--- src/rtl/if_id_queue_pkg.sv ---
// Shared fetch/decode types for the IF/ID decoupling queue.
package if_id_queue_pkg;

  typedef logic [31:0] instruction_type;

  localparam instruction_type INSTR_BUBBLE = 32'h0000_0000;
  localparam instruction_type INSTR_END    = 32'h0000_1111;

  typedef struct packed {
    instruction_type instr;
    logic [31:0]     pc;
    logic            is_branch;
    logic            illegal;
  } if_id_entry_t;

  typedef enum logic [1:0] {
    EMPTY,
    PARTIAL,
    FULL
  } queue_state_t;

endpackage

--- src/rtl/if_id_queue_if.sv ---
// Fetch-side push port and decode-side pop port of the IF/ID queue.
interface if_id_queue_if #(parameter int DEPTH = 4);
  import if_id_queue_pkg::*;

  localparam int PTR_W = $clog2(DEPTH);

  logic            in_valid;
  instruction_type in_instr;
  logic [31:0]     in_pc;
  logic            in_is_branch;
  logic            in_decompress_failed;
  logic            in_ready;
  logic            flush;
  logic            out_valid;
  instruction_type out_instr;
  logic [31:0]     out_pc;
  logic            out_is_branch;
  logic            out_illegal;
  logic            out_ready;
  logic [PTR_W:0]  count;

  modport master (
    output in_valid, in_instr, in_pc, in_is_branch, in_decompress_failed,
    output flush, out_ready,
    input  in_ready, out_valid, out_instr, out_pc, out_is_branch, out_illegal, count
  );

  modport slave (
    input  in_valid, in_instr, in_pc, in_is_branch, in_decompress_failed,
    input  flush, out_ready,
    output in_ready, out_valid, out_instr, out_pc, out_is_branch, out_illegal, count
  );

endinterface

--- src/rtl/if_id_queue_sync_fifo_mem.sv ---
// Entry storage for the IF/ID queue: registered write port, asynchronous read.
module sync_fifo_mem #(
  parameter int DEPTH = 4,
  parameter int WIDTH = 66
) (
  input  logic                     clk,
  input  logic                     i_we,
  input  logic [$clog2(DEPTH)-1:0] i_waddr,
  input  logic [WIDTH-1:0]         i_wdata,
  input  logic [$clog2(DEPTH)-1:0] i_raddr,
  output logic [WIDTH-1:0]         o_rdata
);

  logic [WIDTH-1:0] r_mem [DEPTH];

  // Contents are deliberately left unreset; occupancy gates every read.
  always_ff @(posedge clk) begin
    if (i_we) begin
      r_mem[i_waddr] <= i_wdata;
    end
  end

  assign o_rdata = r_mem[i_raddr];

endmodule

--- src/rtl/if_id_queue.sv ---
// Decoupling FIFO between fetch and decode: drops bubbles, absorbs stalls, honours flush.
module if_id_queue
  import if_id_queue_pkg::*;
#(
  parameter int DEPTH = 4
) (
  input  logic         clk,
  input  logic         reset,
  if_id_queue_if.slave q
);

  localparam int             PTR_W     = $clog2(DEPTH);
  localparam logic [PTR_W:0] MAX_COUNT = (PTR_W+1)'(DEPTH);

  logic [PTR_W-1:0] r_rdPtr;
  logic [PTR_W-1:0] r_wrPtr;
  logic [PTR_W:0]   r_count;
  logic [PTR_W:0]   w_nextCount;
  queue_state_t     r_state;
  logic             w_push;
  logic             w_pop;
  logic             w_inReady;
  logic             w_outValid;
  if_id_entry_t     w_wrEntry;
  if_id_entry_t     w_headEntry;

  assign w_inReady  = (r_state != FULL);
  assign w_outValid = (r_state != EMPTY);
  assign w_push     = q.in_valid && w_inReady && !q.flush && (q.in_instr != INSTR_BUBBLE);
  assign w_pop      = w_outValid && q.out_ready && !q.flush;

  assign w_wrEntry = '{instr:     q.in_instr,
                       pc:        q.in_pc,
                       is_branch: q.in_is_branch,
                       illegal:   q.in_decompress_failed};

  always_comb begin
    w_nextCount = r_count;
    if (q.flush) begin
      w_nextCount = '0;
    end else if (w_push && !w_pop) begin
      w_nextCount = r_count + 1'b1;
    end else if (w_pop && !w_push) begin
      w_nextCount = r_count - 1'b1;
    end
  end

  // State tracks the next occupancy so in_ready/out_valid decode straight from a register.
  always_ff @(posedge clk or posedge reset) begin
    if (reset) begin
      r_rdPtr <= '0;
      r_wrPtr <= '0;
      r_count <= '0;
      r_state <= EMPTY;
    end else begin
      r_count <= w_nextCount;
      if (q.flush) begin
        r_rdPtr <= '0;
        r_wrPtr <= '0;
      end else begin
        if (w_push) r_wrPtr <= r_wrPtr + 1'b1;
        if (w_pop)  r_rdPtr <= r_rdPtr + 1'b1;
      end
      if (w_nextCount == '0) begin
        r_state <= EMPTY;
      end else if (w_nextCount == MAX_COUNT) begin
        r_state <= FULL;
      end else begin
        r_state <= PARTIAL;
      end
    end
  end

  sync_fifo_mem #(
    .DEPTH (DEPTH),
    .WIDTH ($bits(if_id_entry_t))
  ) u_mem (
    .clk     (clk),
    .i_we    (w_push),
    .i_waddr (r_wrPtr),
    .i_wdata (w_wrEntry),
    .i_raddr (r_rdPtr),
    .o_rdata (w_headEntry)
  );

  assign q.in_ready      = w_inReady;
  assign q.out_valid     = w_outValid;
  assign q.out_instr     = w_outValid ? w_headEntry.instr : INSTR_BUBBLE;
  assign q.out_pc        = w_outValid ? w_headEntry.pc : 32'h0;
  assign q.out_is_branch = w_outValid && w_headEntry.is_branch;
  assign q.out_illegal   = w_outValid && w_headEntry.illegal;
  assign q.count         = r_count;

  stateMatchesCount: assert property (@(posedge clk) disable iff (reset)
    ((r_state == EMPTY) == (r_count == '0)) && ((r_state == FULL) == (r_count == MAX_COUNT)));

  noPushWhenFull: assert property (@(posedge clk) disable iff (reset)
    !(w_push && (r_count == MAX_COUNT)));

endmodule

--- src/flat_wrapper.sv ---
// flat-port wrapper written by rule: the top's interface ports become plain ports
module if_id_queue_flat import if_id_queue_pkg::*;
#(
  parameter int DEPTH = 4
)
  (clk, reset, q_in_valid, q_in_instr, q_in_pc, q_in_is_branch, q_in_decompress_failed, q_flush, q_out_ready, q_in_ready, q_out_valid, q_out_instr, q_out_pc, q_out_is_branch, q_out_illegal, q_count);
  if_id_queue_if #(.DEPTH(DEPTH)) q_i ();
  input  logic clk;
  input  logic reset;
  input wire logic [$bits(q_i.in_valid)-1:0] q_in_valid;
  input wire logic [$bits(q_i.in_instr)-1:0] q_in_instr;
  input wire logic [$bits(q_i.in_pc)-1:0] q_in_pc;
  input wire logic [$bits(q_i.in_is_branch)-1:0] q_in_is_branch;
  input wire logic [$bits(q_i.in_decompress_failed)-1:0] q_in_decompress_failed;
  input wire logic [$bits(q_i.flush)-1:0] q_flush;
  input wire logic [$bits(q_i.out_ready)-1:0] q_out_ready;
  output wire logic [$bits(q_i.in_ready)-1:0] q_in_ready;
  output wire logic [$bits(q_i.out_valid)-1:0] q_out_valid;
  output wire logic [$bits(q_i.out_instr)-1:0] q_out_instr;
  output wire logic [$bits(q_i.out_pc)-1:0] q_out_pc;
  output wire logic [$bits(q_i.out_is_branch)-1:0] q_out_is_branch;
  output wire logic [$bits(q_i.out_illegal)-1:0] q_out_illegal;
  output wire logic [$bits(q_i.count)-1:0] q_count;
  assign q_i.in_valid = q_in_valid;
  assign q_i.in_instr = q_in_instr;
  assign q_i.in_pc = q_in_pc;
  assign q_i.in_is_branch = q_in_is_branch;
  assign q_i.in_decompress_failed = q_in_decompress_failed;
  assign q_i.flush = q_flush;
  assign q_i.out_ready = q_out_ready;
  assign q_in_ready = q_i.in_ready;
  assign q_out_valid = q_i.out_valid;
  assign q_out_instr = q_i.out_instr;
  assign q_out_pc = q_i.out_pc;
  assign q_out_is_branch = q_i.out_is_branch;
  assign q_out_illegal = q_i.out_illegal;
  assign q_count = q_i.count;
  if_id_queue #(.DEPTH(DEPTH)) u_core (.clk(clk), .reset(reset), .q(q_i));
endmodule
--- config.mk ---
export PLATFORM = sky130hd
export DESIGN_NAME = if_id_queue_flat
export DESIGN_NICKNAME = d
export VERILOG_FILES = /design/src/rtl/if_id_queue_pkg.sv /design/src/rtl/if_id_queue_if.sv /design/src/rtl/if_id_queue_sync_fifo_mem.sv /design/src/rtl/if_id_queue.sv /design/src/flat_wrapper.sv
export SDC_FILE = /design/constraint.sdc
export NUM_CORES = 1
export LEC_CHECK = 0
export CAP_MARGIN = 0
export CORE_ASPECT_RATIO = 0.5
export CORE_UTILIZATION = 53
export DETAILED_ROUTE_END_ITERATION = 12
export MAX_ROUTING_LAYER = met4
export PLACE_DENSITY = 0.75
export SLEW_MARGIN = 20
export SYNTH_ARGS = -nofsm -noshare
export SYNTH_HDL_FRONTEND = slang
export SYNTH_SLANG_ARGS = --single-unit
--- constraint.sdc ---
create_clock -name clk -period 5.8 [get_ports clk]
set_input_delay 1.74 -clock clk [delete_from_list [all_inputs] [get_ports clk]]
set_output_delay 1.74 -clock clk [all_outputs]
set_load 0.02 [all_outputs]
-- Word-level counts from Yosys, hierarchy flattened
Memory sizes are Yosys's and may differ from the RTL's.
Cells that the tools add are included.
- output and inout bits: 71
- memories kept: 1
- memory bits (read-only): 0
- bits in registers: 9
- bits in writable memories: 264
- word-level logic and storage cells: 41
- bits in latches: 0
- memories (name ; depth ; bits a word ; rd ports ; clocked after memory_dff ; write ports ; RTL line ; source):
    u_core.u_mem.r_mem ; 4 ; 66 ; 1 ; 0 ; 1 ; if_id_queue_sync_fifo_mem.sv:14 ; logic [WIDTH-1:0] r_mem [DEPTH];
- muxes and demuxes: 13
- shift-type cells: 0
- $mul: 0
- reductions and logical operators: 17
- div/mod/pow operators: 0
- order comparisons: 0
- bitwise gates (word level): 0
- add/subtract/negate cells: 4
- equality and inequality tests: 2
- operators with widths (operator ; number):
    two-way mux 32 bit ; 2
    nonzero test 32 bit ; 1
    two-way mux 2 bit ; 6
    logical AND 1 bit ; 9
    two-way mux 3 bit ; 3
    nonzero test 2 bit ; 3
    adder 2 x 1 -> 2 bit, second input constant ; 2
    adder 3 x 1 -> 3 bit, second input constant ; 1
    equality test 3 bit, second input constant ; 1
    logical NOT 1 bit ; 3
    logical NOT 3 bit ; 1
    subtractor 3 x 1 -> 3 bit, second input constant ; 1
    two-way mux 1 bit ; 2
    inequality test 2 bit, second input constant ; 1

-- Logic depth before layout (Yosys ltp)
- word-level depth: 12
- depth in mapped cells: 6
- gate-level depth less buffers: 6

-- Cells and area by module
From an unflattened synthesis, not the netlist that was laid out.
- cells, all modules: 495
- area total of the unflattened synthesis: 10709.0 um2
- modules (own cells, without submodules) (module ; cells an instance ; area an instance (um2) ; times used):
    sync_fifo_mem ; 348 ; 9549.2 ; 1
    if_id_queue ; 147 ; 1159.9 ; 1

-- Least setup slack after synthesis
OpenSTA, ideal clock, no wires.
- path type: in2reg
- from: input q_in_instr[31]
- to: memory u_core.u_mem.r_mem[0][0], enable pin
- buffers on the path: 0
- stages: 5
- slack: 1478 ps
- required time: 5369 ps
- arrival: 3891 ps
- cell sequence: nor4_2 > nand4_1 > o21ai_0 > nor3_1 > and2_1
- cells in the longest elaborated chain, start to end: 4
- RTL lines (element ; RTL line ; source):
    start: declaration ; flat_wrapper.sv:11 ; input wire logic [$bits(q_i.in_instr)-1:0] q_in_instr;
    nonzero test 32 bit ; if_id_queue.sv:29 ; assign w_push = q.in_valid && w_inReady && !q.flush && (q.in_instr != INSTR_BUBBLE);
    logical AND 1 bit ; if_id_queue.sv:29 ;
    two-way mux 1 bit ; if_id_queue_sync_fifo_mem.sv:18 ; if (i_we) begin
    two-way mux 1 bit (not written as such) ; if_id_queue_sync_fifo_mem.sv:19 ; r_mem[i_waddr] <= i_wdata;
    end: declaration ; if_id_queue_sync_fifo_mem.sv:14 ;
No other way between the ends.

-- Worst setup path in the final report
- from: register u_core.r_rdPtr[0]
- to: output q_out_pc[6]
- cells in the longest elaborated chain, start to end: 2
- RTL lines (element ; RTL line ; source):
    start: declaration ; if_id_queue.sv:15 ; logic [PTR_W-1:0] r_rdPtr;
    start signal: assignment ; if_id_queue.sv:62 ; if (w_pop) r_rdPtr <= r_rdPtr + 1'b1;
    memory read (4 x 66 bit) ; -- ;
    two-way mux 32 bit ; if_id_queue.sv:89 ; assign q.out_pc = w_outValid ? w_headEntry.pc : 32'h0;
    end: declaration ; flat_wrapper.sv:20 ; output wire logic [$bits(q_i.out_pc)-1:0] q_out_pc;
No other way between the ends.

==> impl_metrics.yaml <==
yosys:
  yosysMostFrequentCell: "edfxtp_1"
  avgSynthCellArea_um2: 21.5
  synth_fp_nets: 574
  synth_top_area_share_pct: 74.4
  synthArstFlopShare_pct: 3.30
  synthDistinctLibCells: 33
  synth_area_leaders: "edfxtp_1 (74%), mux4_2 (14%), and2_1 (4.1%)"
  synth_seq_cells: 273
  synth_top_cell_by_area: "edfxtp_1"
  yosysWarnings: 0
  syn_inst: 497
  synth_flop_cell: "edfxtp_1"
  netlist_area_mm2: 0.0107
  yosysSeqAreaShare_pct: 76.5
  synthTopCellsByCount: "edfxtp_1 (264), and2_1 (70), mux4_2 (66)"
  synth-edff-count: 264
layout:
  antenna_cells: 0
  layout-drive-gt1-share_pct: 18.3
  nets: 722
  finalNonFillerCells: 929
  area_delta_synth_final_pct: 23.2
  n_fill_cell: 1254
setup_path:
  crit_type: "reg2out"
  worstPathArrival_ns: 2.90
  crit_path_start_kind: "flip-flop"
  crit_fanout: 55
  ff2ff_setup_slack_ns: 3.52
  end_kind: "output port"
  crit_required_ns: 4.06
  r2r_cells: 3
global_routing:
  grt_max_degree: 68
  antenna_found_initial: 0
  grt_overflow: 0
  grt_pass1_vias: 5167
  grt_pass1_wl_mm: 29.4
  grt_use_total_pct: 19.8
route:
  drt_first_pass_iters: 4
  viasPerCell: 5.49
  m1WireLength_mm: 8.76
  met3WireLength_um: 937
  wl_met2_mm: 9.73
  dr.max_layer_used: "met4"
  num_vias: 5099
  wl_mm: 19.7
  route.detailed.drc: 0
  drtIter0Drc: 320
  wl_per_cell_um: 21.2
  ant_nets: 0
die:
  dieArea_mm2: 0.0207
  boundaryPins: 142
  rows: 36
  initial_core_util_pct: 54.4
  die_h_um: 102
  fp.dieW_um: 203
  coreArea_mm2: 0.0196
clock_tree:
  htreeDepth: 1
  cts.clk_slew.worst_paths_ns: 0.06
  cts_buffers: 24
  cts_resized: 0
  cts_setup_buffers: 0
  cts_tree: "done"
  clockBufferDepth: 3
  holdBufCountCts: 0
  clk_latency_ns: 0.51
  cts-root-buf: "clkbuf_16"
  cts_num_sinks: 273
sta:
  relSlewSlack_pct: 30.6
  worst_pin_slew_ns: 1.04
  min_period_ns: 4.64
  finalWorstSetupSlack_ns: 1.16
  final.period_utilization_pct: 80.1
  tns_ns: 0
  hold_slack_ns: 0.564
  fin_skew_ns: 0.00858
  final-hold-violation-count: 0
  rsz0062_at_grt: "no"
  fmax_ghz: 0.215
  report.final.slew_viol_count: 0
  setup_viol: 0
placement:
  numPortBuffers: 141
  dp_hpwl_mm: 11.8
  post-place-cells: 885
  pre_cts_slack_ns: 1.23
  gp_congestion: 0.758
run:
  max-cap-violations: 0
outcome:
  status: "completed"
power:
  irDropWorstVdd_uv: 213
  p_leak_nw: 4.16
  total_power_w: 0.00461
  powerDensity_mw_per_mm2: 351
min_path:
  hold_depth: 1
  hold_class: "reg2reg"
-- sequential cells by signal (all words and copies together), names as in the netlist --
name	cells
u_core.r_state	2
u_core.r_rdPtr	2
u_core.r_wrPtr	2
u_core.u_mem.r_mem	264
u_core.q.count	3
-- logic make-up (layout without fill, tap and decap cells) --
family / after synthesis / count (layout) / share of synthesized area (%)
simple gates: 103 / 103 / 5.99
mux: 72 / 72 / 14.6
flops: 273 / 273 / 76.5
buf+inv: 30 / 196 / 1.23
xor+xnor: 6 / 6 / 0.493
fa+ha+maj: 6 / 6 / 0.704
compound gates: 7 / 7 / 0.540
-- cell type report --
type / count / area [um2] / area share (%)
multi-input cells: 194 / 2390 / 18.2
well taps: 266 / 333 / 2.53
clock buffers: 34 / 679 / 5.17
clock inverters: 10 / 52.6 / 0.400
inverters: 6 / 22.5 / 0.171
flip-flops and latches: 273 / 8160 / 62.1
repair buffers: 146 / 1500 / 11.4
-- stage by stage --
step                cell area (um2)  util (%)
global route                  13100      67.0
global placement              12400      63.3
detailed placement            12400      63.3
floorplan                     10700         -
finish                        13100      67.0
CTS                           13100      67.0
-- cells in the final DEF, fill, tap and decap left out, drive strengths merged --
cell and n:
nand4 2, o211ai 1, nor2b 1, inv 7
clkdlybuf4s50 141, a31oi 1, mux2 3, nor3 3
xor2 1, and2 70, nand3 1, dfrtp 9
xnor2 5, or3 1, nand2 6, nor2 7
o21ai 3, mux2i 3, clkinvlp 1, o21a 1
mux4 66, clkinv 8, edfxtp 264, a211oi 1
or2 1, ha 6, or3b 1, nand3b 1
buf 5, and3b 1, clkbuf 34, nor4 8
-- layer usage --
metal  vias up  GRT usage (%)
met3        24           3.22
met4         0           4.34
li1       2305              -
met5         -              -
met1      2637           27.3
met2       133           31.7
-- critical path: stages (launching register included) --
cell and delay (ns):
dfrtp_4 0.61, buf_12 0.44, mux4_2 0.58, and2_1 0.18
clkdlybuf4s50_1 0.55
-- power breakdown --
group          internal (W)  leakage, nW  switching, W  total, W
Clock              0.000819        0.360      0.000656   0.00147
Combinational      0.000425         1.29      0.000410  0.000835
Sequential          0.00225         2.51     0.0000479   0.00230
-- final timing paths --
kind | startpoint | endpoint
worst min-delay path | u_core.r_wrPtr[0] | u_core.r_wrPtr[0]
worst max register to register | u_core.r_state[1] | u_core.u_mem.r_mem[2][26]
worst min register to register | u_core.r_wrPtr[0] | u_core.r_wrPtr[0]
min in group asynchronous | reset | u_core.q.count[2]
max in group asynchronous | reset | u_core.r_rdPtr[1]
worst max-delay path | u_core.r_rdPtr[0] | q_out_pc[6]
Note: power is estimated with default switching activity, not from simulation.
